==> src/rtl/decode_issue_if.sv <==
// Fetch/regfile/writeback/execute signal bundle for decode_issue.
// The DUT sits on the slave side; the surrounding pipeline is the master.
interface decode_issue_if #(
    parameter int DATA_W      = 8,
    parameter int REG_AW      = 3,
    parameter int STALL_CNT_W = 16
);
    logic                   in_valid;
    logic [15:0]            in_instr;
    logic                   in_ready;
    logic [REG_AW-1:0]      rf_raddr1;
    logic [REG_AW-1:0]      rf_raddr2;
    logic [DATA_W-1:0]      rf_rdata1;
    logic [DATA_W-1:0]      rf_rdata2;
    logic                   wb_valid;
    logic [REG_AW-1:0]      wb_rd;
    logic                   flush;
    logic                   ex_valid;
    logic                   ex_ready;
    logic [1:0]             ex_alu_op;
    logic [DATA_W-1:0]      ex_in_one;
    logic [DATA_W-1:0]      ex_in_two;
    logic [REG_AW-1:0]      ex_rd;
    logic                   illegal;
    logic [STALL_CNT_W-1:0] stall_cnt;

    modport master (
        output in_valid, in_instr, rf_rdata1, rf_rdata2,
        output wb_valid, wb_rd, flush, ex_ready,
        input  in_ready, rf_raddr1, rf_raddr2, ex_valid,
        input  ex_alu_op, ex_in_one, ex_in_two, ex_rd,
        input  illegal, stall_cnt
    );

    modport slave (
        input  in_valid, in_instr, rf_rdata1, rf_rdata2,
        input  wb_valid, wb_rd, flush, ex_ready,
        output in_ready, rf_raddr1, rf_raddr2, ex_valid,
        output ex_alu_op, ex_in_one, ex_in_two, ex_rd,
        output illegal, stall_cnt
    );
endinterface

==> src/rtl/decode_issue.sv <==
// Decode/issue stage: 16-bit decode, RAW scoreboard and a single
// registered issue slot feeding the execute ALU.
module decode_issue #(
    parameter int DATA_W      = 8,
    parameter int REG_AW      = 3,
    parameter int STALL_CNT_W = 16
) (
    input logic           clk,
    input logic           rst,
    decode_issue_if.slave io
);
    localparam int NREG = 2 ** REG_AW;

    typedef enum logic [1:0] {
        OP_ADD  = 2'b00,
        OP_SUB  = 2'b01,
        OP_MUL  = 2'b10,
        OP_PASS = 2'b11
    } alu_op_e;

    logic [3:0]        opcode;
    logic [REG_AW-1:0] rd;
    logic [REG_AW-1:0] rs1;
    logic [REG_AW-1:0] rs2;
    logic [DATA_W+7:0] imm_ext;

    logic              is_issue;
    logic              is_illegal;
    logic              use_rs1;
    logic              use_rs2;
    alu_op_e           dec_op;
    logic [DATA_W-1:0] dec_one;
    logic [DATA_W-1:0] dec_two;

    logic [NREG-1:0]   busy;
    logic [NREG-1:0]   busy_nxt;
    logic              hazard;
    logic              slot_free;
    logic              accept;
    logic              issue;
    logic              consumed;

    assign opcode  = io.in_instr[15:12];
    assign rd      = io.in_instr[11:9];
    assign rs1     = io.in_instr[8:6];
    assign rs2     = io.in_instr[5:3];
    assign imm_ext = {{DATA_W{1'b0}}, io.in_instr[7:0]};

    assign io.rf_raddr1 = rs1;
    assign io.rf_raddr2 = rs2;

    always_comb begin
        is_issue   = 1'b0;
        is_illegal = 1'b0;
        use_rs1    = 1'b0;
        use_rs2    = 1'b0;
        dec_op     = OP_ADD;
        dec_one    = io.rf_rdata1;
        dec_two    = io.rf_rdata2;
        unique case (opcode)
            4'b0000: ;
            4'b0001: begin
                is_issue = 1'b1;
                use_rs1  = 1'b1;
                use_rs2  = 1'b1;
                dec_op   = OP_ADD;
            end
            4'b0010: begin
                is_issue = 1'b1;
                use_rs1  = 1'b1;
                use_rs2  = 1'b1;
                dec_op   = OP_SUB;
            end
            4'b0011: begin
                is_issue = 1'b1;
                use_rs1  = 1'b1;
                use_rs2  = 1'b1;
                dec_op   = OP_MUL;
            end
            4'b0100: begin
                is_issue = 1'b1;
                use_rs1  = 1'b1;
                dec_op   = OP_PASS;
                dec_two  = '0;
            end
            4'b0101: begin
                is_issue = 1'b1;
                dec_op   = OP_PASS;
                dec_one  = imm_ext[DATA_W-1:0];
                dec_two  = '0;
            end
            default: is_illegal = 1'b1;
        endcase
    end

    // Registered busy only: a writeback this cycle does not unblock
    // a waiting reader until the following cycle.
    assign hazard    = io.in_valid &&
                       ((use_rs1 && busy[rs1]) || (use_rs2 && busy[rs2]));
    assign slot_free = !io.ex_valid || io.ex_ready;
    assign io.in_ready = slot_free && !hazard && !io.flush;
    assign accept    = io.in_valid && io.in_ready;
    assign issue     = accept && is_issue;
    assign consumed  = io.ex_valid && io.ex_ready;

    // A flushed, unconsumed op will never write back, so release its rd.
    always_comb begin
        busy_nxt = busy;
        if (io.wb_valid)
            busy_nxt[io.wb_rd] = 1'b0;
        if (io.flush && io.ex_valid && !io.ex_ready)
            busy_nxt[io.ex_rd] = 1'b0;
        if (issue)
            busy_nxt[rd] = 1'b1;
    end

    always_ff @(posedge clk or posedge rst) begin
        if (rst) begin
            busy         <= '0;
            io.ex_valid  <= 1'b0;
            io.ex_alu_op <= 2'b00;
            io.ex_in_one <= '0;
            io.ex_in_two <= '0;
            io.ex_rd     <= '0;
            io.illegal   <= 1'b0;
            io.stall_cnt <= '0;
        end else begin
            busy       <= busy_nxt;
            io.illegal <= accept && is_illegal;
            if (io.flush) begin
                io.ex_valid <= 1'b0;
            end else if (issue) begin
                io.ex_valid  <= 1'b1;
                io.ex_alu_op <= dec_op;
                io.ex_in_one <= dec_one;
                io.ex_in_two <= dec_two;
                io.ex_rd     <= rd;
            end else if (consumed) begin
                io.ex_valid <= 1'b0;
            end
            if (hazard && !io.flush && !(&io.stall_cnt))
                io.stall_cnt <= io.stall_cnt + 1'b1;
        end
    end
endmodule

==> src/flat_wrapper.sv <==
// flat-port wrapper written by rule: the top's interface ports become plain ports
module decode_issue_flat 
#(
    parameter int DATA_W      = 8,
    parameter int REG_AW      = 3,
    parameter int STALL_CNT_W = 16
)
  (clk, rst, io_in_valid, io_in_instr, io_rf_rdata1, io_rf_rdata2, io_wb_valid, io_wb_rd, io_flush, io_ex_ready, io_in_ready, io_rf_raddr1, io_rf_raddr2, io_ex_valid, io_ex_alu_op, io_ex_in_one, io_ex_in_two, io_ex_rd, io_illegal, io_stall_cnt);
  decode_issue_if #(.DATA_W(DATA_W), .REG_AW(REG_AW), .STALL_CNT_W(STALL_CNT_W)) io_i ();
  input logic clk;
  input logic rst;
  input wire logic [$bits(io_i.in_valid)-1:0] io_in_valid;
  input wire logic [$bits(io_i.in_instr)-1:0] io_in_instr;
  input wire logic [$bits(io_i.rf_rdata1)-1:0] io_rf_rdata1;
  input wire logic [$bits(io_i.rf_rdata2)-1:0] io_rf_rdata2;
  input wire logic [$bits(io_i.wb_valid)-1:0] io_wb_valid;
  input wire logic [$bits(io_i.wb_rd)-1:0] io_wb_rd;
  input wire logic [$bits(io_i.flush)-1:0] io_flush;
  input wire logic [$bits(io_i.ex_ready)-1:0] io_ex_ready;
  output wire logic [$bits(io_i.in_ready)-1:0] io_in_ready;
  output wire logic [$bits(io_i.rf_raddr1)-1:0] io_rf_raddr1;
  output wire logic [$bits(io_i.rf_raddr2)-1:0] io_rf_raddr2;
  output wire logic [$bits(io_i.ex_valid)-1:0] io_ex_valid;
  output wire logic [$bits(io_i.ex_alu_op)-1:0] io_ex_alu_op;
  output wire logic [$bits(io_i.ex_in_one)-1:0] io_ex_in_one;
  output wire logic [$bits(io_i.ex_in_two)-1:0] io_ex_in_two;
  output wire logic [$bits(io_i.ex_rd)-1:0] io_ex_rd;
  output wire logic [$bits(io_i.illegal)-1:0] io_illegal;
  output wire logic [$bits(io_i.stall_cnt)-1:0] io_stall_cnt;
  assign io_i.in_valid = io_in_valid;
  assign io_i.in_instr = io_in_instr;
  assign io_i.rf_rdata1 = io_rf_rdata1;
  assign io_i.rf_rdata2 = io_rf_rdata2;
  assign io_i.wb_valid = io_wb_valid;
  assign io_i.wb_rd = io_wb_rd;
  assign io_i.flush = io_flush;
  assign io_i.ex_ready = io_ex_ready;
  assign io_in_ready = io_i.in_ready;
  assign io_rf_raddr1 = io_i.rf_raddr1;
  assign io_rf_raddr2 = io_i.rf_raddr2;
  assign io_ex_valid = io_i.ex_valid;
  assign io_ex_alu_op = io_i.ex_alu_op;
  assign io_ex_in_one = io_i.ex_in_one;
  assign io_ex_in_two = io_i.ex_in_two;
  assign io_ex_rd = io_i.ex_rd;
  assign io_illegal = io_i.illegal;
  assign io_stall_cnt = io_i.stall_cnt;
  decode_issue #(.DATA_W(DATA_W), .REG_AW(REG_AW), .STALL_CNT_W(STALL_CNT_W)) u_core (.clk(clk), .rst(rst), .io(io_i));
endmodule
==> config.mk <==
export PLATFORM = sky130hd
export DESIGN_NAME = decode_issue_flat
export DESIGN_NICKNAME = d
export VERILOG_FILES = /design/src/rtl/decode_issue_if.sv /design/src/rtl/decode_issue.sv /design/src/flat_wrapper.sv
export SDC_FILE = /design/constraint.sdc
export NUM_CORES = 1
export LEC_CHECK = 0
export ABC_AREA = 1
export CORE_MARGIN = 2
export CORE_UTILIZATION = 48
export DETAILED_ROUTE_END_ITERATION = 16
export MAX_ROUTING_LAYER = met4
export PLACE_DENSITY = 0.81
export SLEW_MARGIN = 20
export SYNTH_ARGS = -nofsm -noshare
export SYNTH_HDL_FRONTEND = slang
export SYNTH_SLANG_ARGS = --single-unit
==> constraint.sdc <==
create_clock -name clk -period 2.2 [get_ports clk]
set_input_delay 0.44 -clock clk [delete_from_list [all_inputs] [get_ports clk]]
set_output_delay 0.44 -clock clk [all_outputs]
set_load 0.01 [all_outputs]
# After elaboration in Yosys (flattened, before gate mapping)
# Cells that the tools add are included.
# Widths: inputs -> output; s select.
[op_classes] order_cmp=8 muxes=23 eq_ne=5 n_bitwise=6 add_sub_neg=1 reduce_logical=32
[ops] op="$mux 8" n=5
[ops] op="$lt 3x4->1 const B" n=5
[ops] op="$add 16x1->16 const B" n=1
[ops] op="$and 8x8->8" n=2
[ops] op="$logic_and 1x1->1" n=16
[ops] op="$not 8->8" n=2
[ops] op="$reduce_and 16->1" n=1
[ops] op="$mux 1" n=12
[ops] op="$demux 1 s3" n=3
[ops] op="$ge 3x1->1 const B" n=3
[ops] op="$eq 4x2->1 const B" n=2
[ops] op="$eq 4x3->1 const B" n=2
[ops] op="$or 8x8->8" n=1
[ops] op="$bmux 1 s3" n=2
[ops] op="$pmux 2 s3" n=1
[ops] op="$reduce_or 6->1" n=1
[ops] op="$logic_not 1->1" n=5
[ops] op="$reduce_or 5->1" n=1
[ops] op="$eq 4x1->1 const B" n=1
[ops] op="$logic_not 4->1" n=1
[ops] op="$reduce_or 4->1" n=1
[ops] op="$reduce_bool 3->1" n=1
[ops] op="$reduce_or 3->1" n=1
[ops] op="$logic_or 1x1->1" n=2
[ops] op="other kinds (3)" n=3
[word_totals] out_inout_bits=46 ff_bits=47 input_bits=41 word_cells=83

# Depth between registers and ports, before layout
[depth] word_depth=13 mapped_depth=12 mapped_depth_nobuf=11

# Worst setup path after synthesis
# OpenSTA, ideal clock, no wires.
[synth_timing] kind="input-to-output" start="input io_in_instr[15]" end="output io_in_ready" arrival_time_ns=1.406 stages=7 required_time_ns=1.760 path_buffers=1 slack_ns=0.354 cell_sequence="nor2_2 o21ai_2 nand2_1 nand3_2 a21boi_2 buf_4 nor3_1"
[synth_via] elab_chain_len=9 word_cells_on_any_way=15 classes_between="eq/ne: 4; mux: 2; reduce/logical: 9"
[synth_lines] item="from (decl)" line="flat_wrapper.sv:13" text="input wire logic [$bits(io_i.in_instr)-1:0] io_in_instr;"
[synth_lines] item="$eq 4x1->1 (tied with other cells)" line="decode_issue.sv:60" text="unique case (opcode)"
[synth_lines] item="$reduce_or 4->1 (no line) / $reduce_or 3->1 (equally long branches)"
[synth_lines] item="$mux 1" line="decode_issue.sv:60"
[synth_lines] item="$logic_and 1x1->1" line="decode_issue.sv:99" text="((use_rs1 && busy[rs1]) || (use_rs2 && busy[rs2]));"
[synth_lines] item="$logic_or 1x1->1 *" line="decode_issue.sv:99"
[synth_lines] item="$logic_and 1x1->1 *" line="decode_issue.sv:98" text="assign hazard = io.in_valid &&"
[synth_lines] item="$logic_not 1->1 *" line="decode_issue.sv:101" text="assign io.in_ready = slot_free && !hazard && !io.flush;"
[synth_lines] item="$logic_and 1x1->1 * (2 in series)" line="decode_issue.sv:101"
[synth_lines] item="to (decl)" line="flat_wrapper.sv:20" text="output wire logic [$bits(io_i.in_ready)-1:0] io_in_ready;"
# Every way passes the cells marked *; elsewhere a longest branch is shown, timed or not.

# Worst setup path in the final report
[layout_timing] start="register u_core.busy[1]" end="output io_in_ready"
[layout_via] elab_chain_len=8 word_cells_on_any_way=11 classes_between="mux: 4; reduce/logical: 7"
[layout_lines] item="from (decl)" line="decode_issue.sv:35" text="logic [NREG-1:0] busy;"
[layout_lines] item="from (signal assigned)" line="decode_issue.sv:128" text="busy <= busy_nxt;"
[layout_lines] item="$bmux 1 s3" line="decode_issue.sv:99"
[layout_lines] item="$mux 1 (not written as such)" line="decode_issue.sv:99"
[layout_lines] item="$logic_and 1x1->1" line="decode_issue.sv:99"
[layout_lines] item="$logic_or 1x1->1 *" line="decode_issue.sv:99"
[layout_lines] item="$logic_and 1x1->1 *" line="decode_issue.sv:98"
[layout_lines] item="$logic_not 1->1 *" line="decode_issue.sv:101"
[layout_lines] item="$logic_and 1x1->1 * (2 in series)" line="decode_issue.sv:101"
# Every way passes the cells marked *; elsewhere a longest branch is shown, timed or not. The select of a mux whose other input is x is not followed.

==> impl_metrics.toml <==
[drt]
vias = 3115
dr.first_iter.drc_count = 154
drc = 0
viasPerCell = 5.192
drtPass1Iterations = 4
wl_per_cell_um = 13.79
ant_nets = 0
finalWirelength_mm = 8.272

[global_route]
grt_pass1_vias = 2923
globalRoute.totalOverflow = 0
antenna_found_initial = 0
grt_first_pass_wirelength_mm = 13.18
grt_start_max_net_pins = 30
track_usage_pct = 25.67

[synthesis]
synth_compound_area_share_pct = 5.046
synth_xor_xnor_area_share_pct = 3.532
synth_top_family_by_area = "simple AND/OR/NAND/NOR gates"
yosys.area.top_type = "dfrtp_1"
synth_area_leaders = "dfrtp_1 (40%), nand2_1 (22%), inv_1 (5.9%)"
synthAdderAreaFrac_pct = 0.4205
synth-simple-area-share_pct = 39.57
ys_ff_latch = 47
yosysWarningCount = 0
synth_area_sq_um = 2975
synthMuxAreaShare_pct = 1.135
syn_inst = 422
synth.top_cell.area_share_pct = 39.53
synthDistinctLibCells = 35
yosysSeqAreaShare_pct = 39.53
syn_avg_cell_area_sq_um = 7.051
synth_nets = 464

[timing]
worst_slew_pin_slew_ps = 493.0
slew_headroom_pct = 67.09
setup_viol = 0
fmax_ghz = 0.4971
final-max-slew-violation-count = 0
rsz0062_at_grt = "false"
fin_crit_ps = 2012
finalCritPeriodShare_pct = 91.43
finalClockSkew_ps = 9.744
hold_viol = 0

[setup_path]
path_cells = "inv_1, nand2_1, nand3_1, nand3b_1, nand3_2, a21boi_2, nor3_2, clkbuf_2"
crit_path_max_fanout = 3
slowest_delay_ps = 360
worst_r2r_endpoint = "u_core.io.stall_cnt[7]"
start_kind = "flop"
slowest_stage = "dfrtp_1"
reg2regPathDepth = 9
critPathRequiredTime_ps = 1760
r2r_start = "u_core.io.stall_cnt[0]"
worstPathArrival_ps = 1570
regToRegSetupSlack_ps = 220
crit_type = "flop to output pin"
endpoint_kind = "output pin"

[status]
status = "complete, no violations"

[clock_network]
numCtsBuffers = 5
cts_root_buffer = "clkbuf_8"
clock-sinks = 47
h-tree-depth = 2
clock_path_buffers = 2
cts_tree = "yes"
clkTransAtPathRegs_ps = 90
clock_latency_ps = 300
holdBufCountCts = 0

[final_layout]
final_nets = 567
n_fill_cell = 527
drive_gt1_share_pct = 12.19
post-route-util_pct = 69.73
diodes = 0
area_delta_synth_final_pct = 39.57
seq_area_sq_um = 1176
multi_input_area_sq_um = 1486
fin_area_sq_um = 4153

[floorplan]
die_w_um = 82.73
dieArea_sq_um = 6844
core_sq_um = 5956
die_h_um = 82.73
start_util_pct = 49.96
num_rows = 28
ios = 87

[placed_design]
routabilityCongestion = 0.8820
port_buffers = 86
hpwl_mm = 6.140
placed_area_sq_um = 4048

[power]
vdd_drop_max_mv = 0.5374
p_leak_nw = 2.159
power-per-cell-area_nw_per_um2 = 662.9

[worst_hold_path]
min_path_type = "primary input to async pin"

[flow_run]
maxCapViolCount = 0
## layout by cell type (no fill, tap or decap), drive strengths merged
| master | n |
|---|---|
| nand2 | 173 |
| clkdlybuf4s50 | 75 |
| inv | 54 |
| dfrtp | 47 |
| nor2 | 31 |
| nand4 | 29 |
| buf | 28 |
| nand3 | 21 |
| o21ai | 11 |
| clkbuf | 8 |
| xor2 | 7 |
| dlygate4sd2 | 7 |
| a21oi | 7 |
| nor3 | 6 |
| xnor2 | 5 |
| mux2 | 3 |
| o41ai | 3 |
| nand3b | 2 |
| a21boi | 1 |
| nor4 | 1 |
| o311ai | 1 |
| o22ai | 1 |
| ha | 1 |
| clkinvlp | 1 |
| bufinv | 1 |
| dlymetal6s2s | 1 |
## routing by layer
layer	track usage [%]	vias to the layer above	wire length [um]
li1	-	1539	-
met2	46.13	117	4351
met1	28.35	1444	3222
met3	5.000	15	523
met5	-	-	0
met4	8.852	0	174
## Yosys cell counts (all sizes together)
| cell | instances |
|---|---|
| nand3b | 2 |
| nand3 | 21 |
| o21ai | 11 |
| o22ai | 1 |
| nand2 | 173 |
| a21boi | 1 |
| nor2 | 31 |
| o311ai | 1 |
| inv | 54 |
| xnor2 | 5 |
| o41ai | 3 |
| buf | 15 |
| nor4 | 1 |
| nor3 | 6 |
| nand4 | 29 |
| a21oi | 7 |
| ha | 1 |
| clkbuf | 3 |
| mux2 | 3 |
| dfrtp | 47 |
| xor2 | 7 |
## worst max-delay path: cells and delay by family (launching register included)
kind,cells,cell delay (ps)
buf+inv,2,290
flops,1,360
simple gates,5,550
compound gates,1,70
## timing repair
action	4_1_cts	5_1_grt
pin swaps	4	1
cloned	0	0
buffers inserted	1	1
gates resized for setup	11	7
setup endpoints to repair	1	1
## where the power goes
part	internal [mW]	switching, mW	leakage (nW)	total [mW]
logic	0.486	0.451	1.49	0.937
clock network	0.333	0.302	0.0502	0.635
registers	1.02	0.156	0.620	1.18
## stage by stage
step	setup TNS (ps)	std cells	worst slack, ps	total power [mW]	hold WS [ps]
finish	0	600	188.5	2.753	470.2
floorplan	0	422	354.4	1.603	515.4
CTS	0	599	9.614	2.754	488.0
global route	0	600	65.79	2.909	510.4
global placement	-679.7	591	-511.0	2.095	460.3
detailed placement	-3694	591	-570.3	2.130	464.5
## flip-flops by register name (all words and copies together) (netlist names)
name	cells
u_core.io.stall_cnt	16
u_core.io.ex_rd	3
u_core.io.ex_valid	1
u_core.io.ex_in_one	8
u_core.io.ex_in_two	8
u_core.busy	8
u_core.io.ex_alu_op	2
u_core.io.illegal	1
## layout make-up
| type | instances | area share, % |
|---|---|---|
| clock buffers | 5 | 1.657 |
| clock inverters | 2 | 0.9039 |
| inverters | 54 | 4.881 |
| multi-input cells | 303 | 35.79 |
| flip-flops and latches | 47 | 28.32 |
| well taps | 75 | 2.260 |
| repair buffers | 114 | 26.18 |
## worst max path at each step
stage / from / to / slack [ps] / depth (start not counted)
floorplan: io_in_instr[15] / io_in_ready / 350 / 7
global placement: io_in_instr[6] / io_in_ready / -510 / 10
detailed placement: io_in_instr[6] / io_in_ready / -570 / 10
CTS: io_in_instr[6] / io_in_ready / 10 / 9
global route: u_core.io.stall_cnt[0] / u_core.io.stall_cnt[14] / 70 / 9
finish: u_core.busy[1] / io_in_ready / 190 / 8
## logic make-up after synthesis
kind of cell | count (synthesis)
AO/OA/AOI/OAI | 24
XOR/XNOR | 12
adder cells (fa/ha/maj) | 1
buffers and inverters | 72
flip-flops | 47
multiplexers | 3
AND/OR/NAND/NOR | 263
Note: power is estimated with default switching activity, not from simulation.
